## config.mk

```make
export PLATFORM = sky130hd
export DESIGN_NAME = lsu_rmw
export DESIGN_NICKNAME = d
export VERILOG_FILES = /design/src/rtl/lsu_rmw.sv
export SDC_FILE = /design/constraint.sdc
export NUM_CORES = 1
export LEC_CHECK = 0
export CELL_PAD_IN_SITES_DETAIL_PLACEMENT = 0
export CELL_PAD_IN_SITES_GLOBAL_PLACEMENT = 2
export CORE_MARGIN = 2
export CORE_UTILIZATION = 27
export DETAILED_ROUTE_END_ITERATION = 12
export GPL_ROUTABILITY_DRIVEN = 0
export PLACE_DENSITY_LB_ADDON = 0.1
export SETUP_SLACK_MARGIN = 0.5
export SKIP_CTS_REPAIR_TIMING = 1
export SLEW_MARGIN = 30
export SYNTH_ARGS = -nofsm -noshare
export SYNTH_HDL_FRONTEND = slang
export SYNTH_SLANG_ARGS = --single-unit
```

## constraint.sdc

```tcl
create_clock -name clk -period 2.6 [get_ports clk]
set_input_delay 0.52 -clock clk [delete_from_list [all_inputs] [get_ports clk]]
set_output_delay 0.52 -clock clk [all_outputs]
set_load 0.05 [all_outputs]
```

## src/rtl/lsu_rmw.sv

```systemverilog
// Load/store unit for a word-wide memory: byte/halfword/word access with
// read-modify-write for sub-word stores and sign/zero extension on loads.
module lsu_rmw (
  input  logic        clk,
  input  logic        reset,
  input  logic        req,
  input  logic        we,
  input  logic [1:0]  size,
  input  logic        sext,
  input  logic [31:0] addr,
  input  logic [31:0] wdata,
  output logic        busy,
  output logic        done,
  output logic        err,
  output logic [31:0] rdata,
  output logic        dm_WE,
  output logic [31:0] dm_WD,
  output logic [31:0] dm_addr,
  input  logic [31:0] dm_RD
);

  typedef enum logic [1:0] {IDLE, RD, WR, DONE} state_t;

  state_t      r_state;
  logic [31:0] r_addr;
  logic [15:0] r_wdata;
  logic [1:0]  r_size;
  logic        r_we;
  logic        r_sext;
  logic [31:0] r_rdata;
  logic [31:0] r_wd;
  logic        r_done;
  logic        r_err;

  logic        w_mis;
  logic        w_need_rd;
  logic [7:0]  w_byte;
  logic [15:0] w_half;
  logic [31:0] w_load;
  logic [31:0] w_merge;

  always_comb begin
    w_mis = (size == 2'b11) ||
            (size == 2'b01 && addr[0]) ||
            (size == 2'b10 && addr[1:0] != 2'b00);
    // Only a word store can skip the read; sub-word stores merge into the old word.
    w_need_rd = !we || (size != 2'b10);
  end

  always_comb begin
    w_byte  = dm_RD[{r_addr[1:0], 3'b000} +: 8];
    w_half  = dm_RD[{r_addr[1], 4'b0000} +: 16];
    case (r_size)
      2'b00:   w_load = {{24{r_sext & w_byte[7]}}, w_byte};
      2'b01:   w_load = {{16{r_sext & w_half[15]}}, w_half};
      default: w_load = dm_RD;
    endcase
    w_merge = dm_RD;
    if (r_size == 2'b00)
      w_merge[{r_addr[1:0], 3'b000} +: 8] = r_wdata[7:0];
    else
      w_merge[{r_addr[1], 4'b0000} +: 16] = r_wdata;
  end

  always_ff @(posedge clk) begin
    if (!reset) begin
      r_state <= IDLE;
      r_addr  <= '0;
      r_wdata <= '0;
      r_size  <= '0;
      r_we    <= 1'b0;
      r_sext  <= 1'b0;
      r_rdata <= '0;
      r_wd    <= '0;
      r_done  <= 1'b0;
      r_err   <= 1'b0;
    end else begin
      r_done <= 1'b0;
      r_err  <= 1'b0;
      case (r_state)
        IDLE: begin
          if (req) begin
            r_addr  <= addr;
            r_wdata <= wdata[15:0];
            r_size  <= size;
            r_we    <= we;
            r_sext  <= sext;
            if (w_mis) begin
              r_state <= DONE;
              r_done  <= 1'b1;
              r_err   <= 1'b1;
            end else if (w_need_rd) begin
              r_state <= RD;
            end else begin
              r_state <= WR;
              r_wd    <= wdata;
            end
          end
        end
        RD: begin
          if (r_we) begin
            r_state <= WR;
            r_wd    <= w_merge;
          end else begin
            r_state <= DONE;
            r_rdata <= w_load;
            r_done  <= 1'b1;
          end
        end
        WR: begin
          r_state <= DONE;
          r_done  <= 1'b1;
        end
        DONE: begin
          r_state <= IDLE;
          r_wd    <= '0;
        end
        default: r_state <= IDLE;
      endcase
    end
  end

  assign busy    = (r_state == RD) || (r_state == WR);
  assign done    = r_done;
  assign err     = r_err;
  assign rdata   = r_rdata;
  assign dm_WE   = (r_state == WR) && reset;
  assign dm_WD   = r_wd;
  assign dm_addr = {r_addr[31:2], 2'b00};

endmodule

```

* Yosys cells after proc, flatten, opt, wreduce, memory -nomap -nowiden
Cells that the tools add are included.
** Word-level totals
- Bits in registers :: 120
- Output and inout port bits :: 100
- Word-level logic and storage cells :: 67
** Operators by class
- Add/subtract/negate cells :: 2
- Equality and inequality tests :: 12
- Shift operators :: 6
- Mux-type cells :: 18
- Bitwise gates (word level) :: 3
- Reduce and logical (&&, ||, !) cells :: 16
** Operators by type and width (number)
- 2-to-1 mux 32 bit :: 5
- one-hot mux 32 bit (3 select lines) :: 1
- bitwise mux 32 bit :: 2
- one-hot mux 32 bit (2 select lines) :: 1
- variable shift 16 x 7 -> 32 bit, first input constant :: 1
- variable shift 8 x 7 -> 32 bit, first input constant :: 1
- variable part select 16 x 7 -> 32 bit :: 1
- variable part select 32 x 6 -> 16 bit :: 1
- variable part select 32 x 6 -> 8 bit :: 1
- variable part select 8 x 7 -> 32 bit :: 1
- negation 5 -> 7 bit :: 2
- != test 2 bit, second input constant :: 5
- equality test 2 bit, second input constant :: 4
- one-hot mux 2 bit (4 select lines) :: 1
- equality test 2 x 1 -> 1 bit, second input constant :: 3
- 2-to-1 mux 2 bit :: 3
- AND reduction 2 bit :: 3
- AND reduction 5 bit :: 1
- zero test 2 bit :: 2
- logical OR 1 bit :: 4
- 2-to-1 mux 1 bit :: 4
- logical AND 1 bit :: 3
- one-hot mux 1 bit (3 select lines) :: 1
- nonzero test 3 bit :: 1
- 4 further kinds :: 5

* Depth between registers and ports, before layout
- Depth after elaboration :: 7
- Gate-level depth with buffers :: 9
- Gate-level depth less buffers :: 6

* Worst setup path before layout
OpenSTA, ideal clock, no wires.
- Kind :: register -> register
- Start :: reg r_addr[1]
- End :: reg r_wd[11], in the netlist dm_WD[11]
- Setup time :: 0.119 ns
- Arrival :: 2.102 ns
- Path slack :: 0.380 ns
- Stages on the path, launching flop included :: 10
- Buffers on the path :: 3
- Clock period less this slack :: 2.220 ns
- Path through :: dfxtp_1 buf_2 buf_4 inv_1 ha_1 and4b_1 clkbuf_1 a221oi_1 nor2_1 o221a_1
** On the way
- Longest elaborated chain between the ends :: 6
** Ends and longest elaborated chain
- start: declaration :: RTL line 25 : logic [31:0] r_addr;
- start signal: assignment :: RTL line 83 : r_addr <= addr;
- negation 5 -> 7 bit (on tied branches) :: RTL line 62, 60
- variable part select 16 x 7 -> 32 bit (tied with other cells) :: RTL line 62 : w_merge[{r_addr[1], 4'b0000} +: 16] = r_wdata;
- bitwise mux 32 bit (on tied branches) :: RTL line 62, 60
- 2-to-1 mux 32 bit * :: RTL line 59 : if (r_size == 2'b00)
- 2-to-1 mux 32 bit * :: RTL line 101 : if (r_we) begin
- one-hot mux 32 bit (3 select lines) * :: RTL line 80 : case (r_state)
- end signal: assignment :: RTL line 96 : r_wd <= wdata;
- end signal: assignment :: RTL line 103 : r_wd <= w_merge;
- end: declaration :: RTL line 31 : logic [31:0] r_wd;
Mark *: on every way between the ends. The rest lies on a longest branch, timed or not. The select of a mux whose other input is x is not followed.
A chain may end at the register's enable or synchronous reset.

* Worst setup path in the final report
- Start :: reg r_addr[12]
- End :: out dm_addr[12]
** RTL lines
- end: declaration :: RTL line 18 : output logic [31:0] dm_addr,
No word-level cell between the ends.

==> impl_metrics.py <==
metrics = {
    "pwr": {
        "power_mw": 11.08,
        "p_leak_nw": 4.734,
        "p_sw_mw": 5.241,
        "switching_share_pct": 47.29,
        "p_int_mw": 5.841,
        "p_per_area_nw_per_um2": 1167,
        "vdd_drop_max_mv": 0.3868,
        "p_clk_share_pct": 19.7,
        "pwr-share-comb_pct": 54.8,
        "sequentialPowerShare_pct": 25.5,
    },
    "worst_setup_path": {
        "required_ns": 2.08,
        "start_kind": "register",
        "cp_num_buf_inv": 1,
        "reg2reg_to": "dm_WD[0]",
        "reg2reg_from": "r_state[1]",
        "reg2reg_depth": 7,
        "max_stage_delay_ns": 0.80,
        "crit_type": "register to primary output",
        "cp_top_family": "buffers and inverters",
        "reg2reg_slack_ns": 0.61,
        "arrival_ns": 1.55,
        "slowest_stage": "clkdlybuf4s50_1",
        "path_cells": "clkdlybuf4s50_1",
        "crit_path_end_kind": "primary output",
        "path_max_fanout": 2,
    },
    "place": {
        "dp_slack_ns": 0.2892,
        "place.port_buffers": 200,
        "hpwl_mm": 17.72,
        "placed_cells": 1244,
        "post_dp_cell_area_um2": 8686,
    },
    "sta": {
        "rsz0062_at_grt": "true",
        "worstMarginPinSlew_ns": 0.5741,
        "setup_viol": 0,
        "maxSlewViolCount": 0,
        "tns_ns": 0,
        "finalClockSkew_ns": 0.01023,
        "hold_viol": 0,
        "setup_ws_ns": 0.5271,
        "max_freq_ghz": 0.4824,
        "min_period_ns": 2.073,
        "slew_headroom_pct": 61.73,
        "fin_crit_sh_pct": 79.73,
    },
    "die": {
        "dieHeight_um": 160.1,
        "fp.dieArea_um2": 25620,
        "initial_core_util_pct": 27.28,
        "rows": 57,
        "core_area_um2": 24110,
        "die_w_um": 160.1,
        "ioPinCount": 203,
    },
    "logic_synthesis": {
        "synth.top_cell.area_share_pct": 36.54,
        "ys_top_cells_by_area": "dfxtp_1 (37%), nand2_1 (8.5%), mux2_2 (6.5%), a21oi_1 (6.2%), a21boi_0 (5.9%)",
        "synth_edf_count": 0,
        "synth_seq_cells": 120,
        "synth_cell_types": 46,
        "syn_inst": 796,
        "yosys_most_used_dff": "dfxtp_1",
        "avgSynthCellArea_um2": 8.260,
        "synth.cell_area_um2": 6575,
        "synth_top_cell_by_area": "dfxtp_1",
        "ys_async_sr_fraction_pct": 0,
        "yosysWarnings": 0,
        "synth-seq-area-share_pct": 36.54,
    },
    "route": {
        "detail_route.wl_per_cell_um": 19.42,
        "via_count": 6432,
        "drt_iter0_markers": 461,
        "drc": 0,
        "finalWirelength_mm": 24.82,
        "vias_per_cell": 5.033,
        "dr.pass1.iters": 6,
        "ant_nets": 0,
    },
    "clock_tree": {
        "cts_buffers": 17,
        "htree_levels": 4,
        "path_clk_slew_ns": 0.06,
        "cts_buffer_depth": 2,
        "cts_sinks": 120,
        "cts-root-buf": "clkbuf_16",
        "clkLatencyLatePin_ns": 0.42,
        "cts_tree": "built",
    },
    "finish": {
        "ff_latch_area_um2": 2405,
        "final_common_cell": "nand2_1",
        "stdcell_count": 1278,
        "multi_input_area_um2": 3636,
        "nets": 1055,
        "fillers": 2498,
        "final_layout_size_suffix_gt1_share_pct": 12.16,
        "final_cell_mix": "nand2_1 (148), dfxtp_1 (118), clkdlybuf4s50_1 (110)",
        "n_antenna_cell": 0,
        "final_area_um2": 9499,
        "area_growth_pct": 44.47,
    },
    "global_routing": {
        "antenna_found_initial": 0,
        "grt_pass1_vias": 6372,
        "grt_pass1_wl_mm": 37.96,
        "gr-total-overflow": 0,
        "grt_max_degree": 91,
        "grtUsageTotal_pct": 19.04,
    },
    "hold_path": {
        "min_path_type": "register to register",
        "hp-start": "r_addr[29]",
        "holdPathStages": 2,
        "holdPathEnd": "r_addr[29]",
    },
    "job": {
        "cap_violations": 0,
    },
    "status": {
        "status": "finished, final reports clean",
    },
}
## logic make-up after synthesis
kind of cell	synth area share (%)
simple gates	14.73
fa+ha+maj	1.903
buf+inv	8.944
flops	36.54
mux	7.288
compound gates	30.54
other cells	0.05703
## flip-flops by register name (all words and copies together), names as in the netlist
signal / count
err: 1
r_we: 1
done: 1
r_state: 2
dm_WD: 32
r_wdata: 16
r_sext: 1
r_addr: 32
rdata: 32
r_size: 2
## cell usage after synthesis, types with 7 or more instances
master,instances
a221oi_1,36
a21boi_0,52
a21oi_1,82
inv_1,11
buf_2,11
nor2_1,40
o211ai_1,9
clkbuf_1,49
o21ai_0,58
ha_1,10
dfxtp_1,120
nand3b_1,9
nor3_1,7
buf_4,35
mux2_2,38
nand2_1,149
o221a_1,31
## metal layers
metal  vias up  wire length [um]  track usage, %
li1       3123                 -               -
met1      3118             12020           26.32
met2       167             11210           29.85
met3        24              1200           3.922
met4         0               393           5.815
met5         -                 0               0
## power by group through the flow
stage	sequential, mW	combinational (mW)	clock, mW
floorplan	4.22	2.82	0
global placement	2.87	6.02	0
detailed placement	2.87	6.10	0
CTS	2.85	6.12	2.24
global route	2.89	6.54	2.32
finish	2.82	6.07	2.19
## area by class of cell
| cell class | count | area share (%) |
|---|---|---|
| Clock buffer | 23 | 5.137 |
| Clock inverter | 8 | 0.5005 |
| Inverter | 11 | 0.4742 |
| Multi-Input combinational cell | 565 | 38.28 |
| Sequential cell | 120 | 25.32 |
| Tap cell | 324 | 4.268 |
| Timing Repair Buffer | 227 | 26.03 |
## stage by stage
step / util [%] / hold slack, ns
2_1_floorplan: - / 0.4438
3_3_place_gp: 36.03 / 0.4502
3_5_place_dp: 36.03 / 0.4574
4_1_cts: 38.25 / 0.4656
5_1_grt: 39.41 / 0.4813
6_report: 39.41 / 0.4577
## how the worst max path moves through the flow
stage,start,to,depth (start not counted)
2_1_floorplan,r_addr[1],dm_WD[11],9
3_3_place_gp,size[0],dm_WD[30],6
3_5_place_dp,size[1],dm_WD[22],6
4_1_cts,dm_WD[2],dm_WD[2],1
5_1_grt,r_addr[1],dm_WD[15],6
6_report,r_addr[12],dm_addr[12],1
No activity file was read; power rests on OpenSTA's default activity.
